**src/rtl/sprite_rom_fetch_arbiter.sv**
```systemverilog
`default_nettype none
// ============================================================================
//  Module      : sprite_rom_fetch_arbiter
//  Description : Shares the single-port sprite ROM read port between NUM_REQ
//                burst requesters. A granted request becomes a burst of
//                consecutive ROM reads. Returned bytes carry the requester id
//                and a last-byte flag, and arrive one cycle after issue.
//  Ports       : clk, reset            - clock, synchronous active-high reset
//                req_valid/addr/len    - per-requester burst requests
//                req_ready             - one-cycle accept pulse (one-hot/zero)
//                rsp_valid/data/id/last- tagged ROM byte stream, no backpressure
//                busy                  - burst active or response in flight
//                rom_address/clken/write/readdata - ROM s1 port (read only)
//  Options     : define SPRITE_ROM_ARB_FIXED_PRIO_EN for fixed priority
//                (lowest index wins); default is round-robin.
//  Revision    : 1.0 - initial release
// ============================================================================
module sprite_rom_fetch_arbiter #(
    parameter  int NUM_REQ = 4,
    parameter  int ADDR_W  = 12,
    parameter  int DATA_W  = 8,
    parameter  int LEN_W   = 6,
    localparam int ID_W    = $clog2(NUM_REQ)
) (
    input  logic                      clk,
    input  logic                      reset,
    input  logic [NUM_REQ-1:0]        req_valid,
    input  logic [NUM_REQ*ADDR_W-1:0] req_addr,
    input  logic [NUM_REQ*LEN_W-1:0]  req_len,
    output logic [NUM_REQ-1:0]        req_ready,
    output logic                      rsp_valid,
    output logic [DATA_W-1:0]         rsp_data,
    output logic [ID_W-1:0]           rsp_id,
    output logic                      rsp_last,
    output logic                      busy,
    output logic [ADDR_W-1:0]         rom_address,
    output logic                      rom_clken,
    output logic                      rom_write,
    input  logic [DATA_W-1:0]         rom_readdata
);

    typedef enum logic [0:0] {
        IDLE  = 1'b0,
        BURST = 1'b1
    } state_t;

    state_t            r_state;
    state_t            w_state_nxt;
    logic [ADDR_W-1:0] r_base;
    logic [LEN_W-1:0]  r_len;
    logic [LEN_W:0]    r_cnt;      // one bit wider so a full 2**LEN_W burst counts cleanly
    logic [ID_W-1:0]   r_gnt;
    logic              r_rsp_valid;
    logic [ID_W-1:0]   r_rsp_id;
    logic              r_rsp_last;

    logic              w_any_req;
    logic [ID_W-1:0]   w_winner;
    logic              w_issue;
    logic              w_last_issue;

    assign w_any_req = |req_valid;

`ifdef SPRITE_ROM_ARB_FIXED_PRIO_EN
    // Scan from the top down so the lowest requesting index is the last write.
    always_comb begin
        w_winner = '0;
        for (int i = NUM_REQ - 1; i >= 0; i--) begin
            if (req_valid[i]) begin
                w_winner = ID_W'(i);
            end
        end
    end
`else
    logic [ID_W-1:0] r_rr_ptr;
    int              w_idx;
    logic            w_found;

    // Search starts one past the last winner; offset NUM_REQ revisits the
    // last winner itself, so a lone requester can be granted back-to-back.
    always_comb begin
        w_winner = '0;
        w_found  = 1'b0;
        w_idx    = 0;
        for (int off = 1; off <= NUM_REQ; off++) begin
            w_idx = int'(r_rr_ptr) + off;
            if (w_idx >= NUM_REQ) begin
                w_idx = w_idx - NUM_REQ;
            end
            if (!w_found && req_valid[w_idx[ID_W-1:0]]) begin
                w_winner = w_idx[ID_W-1:0];
                w_found  = 1'b1;
            end
        end
    end
`endif

    // Next-state and ROM-side outputs. The accept pulse is raised in the
    // first burst cycle, after the grant has been latched in IDLE.
    always_comb begin
        w_state_nxt  = r_state;
        w_issue      = 1'b0;
        w_last_issue = 1'b0;
        req_ready    = '0;
        rom_address  = '0;
        rom_clken    = 1'b0;
        case (r_state)
            IDLE: begin
                if (w_any_req) begin
                    w_state_nxt = BURST;
                end
            end
            BURST: begin
                w_issue     = 1'b1;
                rom_clken   = 1'b1;
                rom_address = r_base + ADDR_W'(r_cnt);
                if (r_cnt == '0) begin
                    req_ready[r_gnt] = 1'b1;
                end
                if (r_cnt == {1'b0, r_len}) begin
                    w_last_issue = 1'b1;
                    w_state_nxt  = IDLE;
                end
            end
            default: w_state_nxt = IDLE;
        endcase
    end

    always_ff @(posedge clk) begin
        if (reset) begin
            r_state     <= IDLE;
            r_base      <= '0;
            r_len       <= '0;
            r_cnt       <= '0;
            r_gnt       <= '0;
            r_rsp_valid <= 1'b0;
            r_rsp_id    <= '0;
            r_rsp_last  <= 1'b0;
`ifndef SPRITE_ROM_ARB_FIXED_PRIO_EN
            r_rr_ptr    <= ID_W'(NUM_REQ - 1);
`endif
        end else begin
            r_state     <= w_state_nxt;
            r_rsp_valid <= w_issue;
            r_rsp_id    <= w_issue ? r_gnt : '0;
            r_rsp_last  <= w_last_issue;
            if (r_state == IDLE && w_any_req) begin
                r_base   <= req_addr[int'(w_winner) * ADDR_W +: ADDR_W];
                r_len    <= req_len[int'(w_winner) * LEN_W +: LEN_W];
                r_gnt    <= w_winner;
                r_cnt    <= '0;
`ifndef SPRITE_ROM_ARB_FIXED_PRIO_EN
                r_rr_ptr <= w_winner;
`endif
            end else if (w_issue) begin
                r_cnt <= r_cnt + 1'b1;
            end
        end
    end

    // ROM data is valid the cycle after the address was sampled, which is
    // exactly when the registered valid is high.
    assign rsp_valid = r_rsp_valid;
    assign rsp_data  = r_rsp_valid ? rom_readdata : '0;
    assign rsp_id    = r_rsp_id;
    assign rsp_last  = r_rsp_last;
    assign busy      = (r_state == BURST) | r_rsp_valid;
    assign rom_write = 1'b0;

endmodule
`default_nettype wire
```
**config.mk**
```make
export PLATFORM = sky130hd
export DESIGN_NAME = sprite_rom_fetch_arbiter
export DESIGN_NICKNAME = d
export VERILOG_FILES = /design/src/rtl/sprite_rom_fetch_arbiter.sv
export SDC_FILE = /design/constraint.sdc
export NUM_CORES = 1
export LEC_CHECK = 0
export ABC_CLOCK_PERIOD_IN_PS = 4400
export CAP_MARGIN = 20
export CORE_UTILIZATION = 45
export DETAILED_ROUTE_END_ITERATION = 10
export PLACE_DENSITY = 0.91
export RECOVER_POWER = 50
export SYNTH_ARGS = -nofsm -noshare
export SYNTH_HDL_FRONTEND = slang
export SYNTH_SLANG_ARGS = --single-unit
```
**constraint.sdc**
```tcl
create_clock -name clk -period 4.4 [get_ports clk]
set_input_delay 0.66 -clock clk [delete_from_list [all_inputs] [get_ports clk]]
set_output_delay 0.66 -clock clk [all_outputs]
set_load 0.02 [all_outputs]
```
==> out/metrics.csv <==
stage;metric;value;unit
die;ios;117;
worst_setup_path;cp_num_cells;7;
place;place.port_buffers;115;
worst_setup_path;critPathCapture;r_base[4];
final_layout;final_cell_area;3680;µm²
global_routing;grt_pass1_vias;2281;
worst_setup_path;critPathKind;input port to register;
final_layout;syn_to_final_growth;51.3;%
final_layout;final.fill_count;409;
sta;setup_viol;0;
route;first_iter_violations;101;
worst_setup_path;reg2reg_from;r_rr_ptr[1];
global_routing;grt_pass1_wl;10.3;mm
global_routing;use_met2;42.9;%
route;routed_wl;6.79;mm
route;dr.pass1.iters;4;
place;place.detailed.hpwl;5.13;mm
global_routing;gr-total-overflow;0;
worst_setup_path;worstPathCellList;dlygate4sd3_1, nand2b_1, a21boi_0, o21ai_1, buf_4, mux2i_1, o221ai_2;
cts;cts_tree;done;
hold_path;min_from;r_base[0];
synthesis;syn-cell-area;2430;µm²
cts;cts-htree-levels;2;
place;gp_congestion;0.845;
global_routing;antenna_found_initial;0;
die;start_util;47.0;%
route;num_vias;2502;
sta;worst-slew-pin-transition;1.79;ns
worst_setup_path;path_buf_inv;2;
final_layout;layout-drive-gt1-share;5.71;%
route;routedWlPerCell;14.9;µm
synthesis;synth_warnings;0;
outcome;outcome;finished, violations left;
cts;cts_buffers;5;
final_layout;fin_nets;481;
cts;clk_latency;0.29;ns
worst_setup_path;endpoint_kind;register;
worst_setup_path;start_kind;input port;
worst_setup_path;critPathMaxStageDelay;1.35;ns
die;num_rows;26;
sta;setup_tns;0;ns
final_layout;multi_input_area;1600;µm²
global_routing;grt_max_degree;25;
route;antenna_left;0;
worst_setup_path;required;4.50;ns
die;die_w;75.5;µm
sta;rsz0062_at_grt;no;
worst_setup_path;reg2reg_depth;6;
die;die_h;75.5;µm
synthesis;netlist_instances;276;
global_routing;use_met3;6.22;%
worst_setup_path;startpoint;req_valid[3];
route;post-route-drc-count;0;
die;core_area;5170;µm²
synthesis;postSynthNetCount;372;
sta;drv_slew;38;
sta;slew_headroom;-20.1;%
worst_setup_path;regToRegSetupSlack;1.17;ns
cts;cts_resized;0;
hold_path;hold_class;register to register;
synthesis;synth_cell_type_count;45;
worst_setup_path;critPathArrivalTime;3.92;ns
global_routing;track_usage;24.0;%
cts;cts_setup_buffers;0;
final_layout;regArea;681;µm²
pwr;max-vdd-ir-drop;0.000218;V
route;via_per_inst;5.50;
worst_setup_path;regToRegEndpoint;r_base[4];
global_routing;met1_usage;27.9;%
place;placed_area;3590;µm²
outcome;violations;max-capacitance violations, max-slew violations;
die;die_area;5700;µm²
cts;path_clk_slew;0.07;ns
synthesis;seq_area_frac_synth;28.0;%
sta;clock_skew;0.00344;ns
cts;cts.sinks;34;
cts;hold_buffers;0;
sta;timing.fmax;262;MHz
synthesis;synth.ff_latch_count;34;
job;cap_violations;2;
cts;cts_root_buf;clkbuf_8;
worst_setup_path;cp_max_fo;22;
pwr;power_density;438;nW/µm²
global_routing;top_usage_layer;met2;
final_layout;diodes;0;
synthesis;synth_area_per_cell;8.81;µm²
sta;finalHoldViolations;0;
cts;clockBufferDepth;2;
sta;period_minus_slack;3.82;ns
pwr;p_leak;1.49;nW
worst_setup_path;cpMaxStageDelayCell;o21ai_1;
sta;fin_crit_sh;86.9;%
worst_setup_path;critPathTopFamily;compound AO/OA/AOI/OAI gates;
## cells by family (layout without fill, tap and decap cells)
| group | after synthesis | after routing | share of synthesized area, % |
|---|---|---|---|
| AND/OR/NAND/NOR | 101 | 101 | 19.8 |
| AO/OA/AOI/OAI | 51 | 51 | 18.8 |
| multiplexers | 39 | 39 | 16.0 |
| flip-flops | 34 | 34 | 28.0 |
| buffers and inverters | 23 | 132 | 5.71 |
| XOR/XNOR | 17 | 17 | 6.12 |
| adder cells (fa/ha/maj) | 10 | 10 | 5.45 |
| other | 1 | 1 | 0.154 |
## power by group
part	total, W	switching [W]	internal (W)
sequential	0.000511	0.000114	0.000397
clock	0.000296	0.000115	0.000181
combinational	0.000805	0.000408	0.000398
total	0.00161	0.000636	0.000976
## per-layer routing
layer  up-vias  part of all wire [%]
li1       1215                     -
met2       116                    49
met3        15                   7.9
met1      1156                    41
met4         0                   2.1
met5         -                     0
## worst reg2reg max path, cell delays in order, from the launching register on
cell,delay [ns]
dfxtp_1,0.45
nand2b_1,0.13
a21boi_0,0.08
o21ai_1,1.35
buf_4,0.55
mux2i_1,0.33
o221ai_2,0.14
## state kept, by name, indices dropped and copies added, names as in the netlist
register and flops:
r_base 12, r_rr_ptr 2, r_len 6, r_state 1, r_gnt 2, r_cnt 7, rsp_valid 1, rsp_id 2
rsp_last 1
## through the flow
step	setup WS, ns	power (W)	util (%)	hold WS (ns)	cells
6_report	0.578	0.00161	71.2	0.481	455
2_1_floorplan	1.63	0.00103	-	0.439	276
3_5_place_dp	1.05	0.00133	69.4	0.465	448
3_3_place_gp	1.11	0.00130	69.4	0.461	448
4_1_cts	0.725	0.00163	71.6	0.483	455
5_1_grt	0.347	0.00171	71.2	0.510	455
## worst min path at each step
stage                     cells after the start  slack (ns)         to
after floorplan                               2        0.44  r_base[0]
after global placement                        2        0.46  r_base[6]
after detailed placement                      2        0.47  r_base[0]
after CTS                                     2        0.48  r_base[6]
after global routing                          2        0.51   r_len[2]
final                                         2        0.48  r_base[0]
## layout by cell type, fill, tap and decap left out, types with 9 or more instances in the layout
| cell type | count |
|---|---|
| and2_1 | 11 |
| clkdlybuf4s50_1 | 100 |
| dfxtp_1 | 34 |
| dlygate4sd3_1 | 15 |
| ha_1 | 9 |
| mux2i_1 | 39 |
| nand2_1 | 30 |
| nor2_1 | 27 |
| nor3_1 | 10 |
| o221ai_1 | 10 |
| o221ai_2 | 9 |
| xor2_1 | 9 |
## final cells by class
class / count / share of cell area (%)
clock buffers: 6 / 2.24
well taps: 70 / 2.38
flip-flops and latches: 34 / 18.5
clock inverters: 1 / 0.816
multi-input cells: 219 / 43.6
repair buffers: 117 / 31.7
inverters: 8 / 0.816
## synth_stat cells (all sizes together)
library cell   n  area (µm²)
a21o           2        15.0
o21bai         3        22.5
mux2i         39         390
o221ai        19         223
a22o           1        8.76
nand4          5        31.3
xor2           9        78.8
nand2         30         113
a22oi          1        7.51
a211oi         2        15.0
dfxtp         34         681
o21a           3        22.5
xnor2          8        70.1
o22a           1        8.76
nor4           3        18.8
nor3          10        50.1
nand2b         4        25.0
and2          11        68.8
ha             9         113
fa             1        20.0
nor2          28         108
nand3b         3        22.5
o31ai          1        21.3
clkinv         1        3.75
clkbuf         5        18.8
o21ai          5        25.0
a21oi          6        30.0
and3           2        12.5
o311ai         3        26.3
o211ai         1        7.51
or2            3        18.8
a311o          1        10.0
a31oi          1        6.26
conb           1        3.75
or3            2        12.5
inv            7        26.3
buf           10        90.1
a21boi         1        7.51
Power figures use the tool's default switching activity.
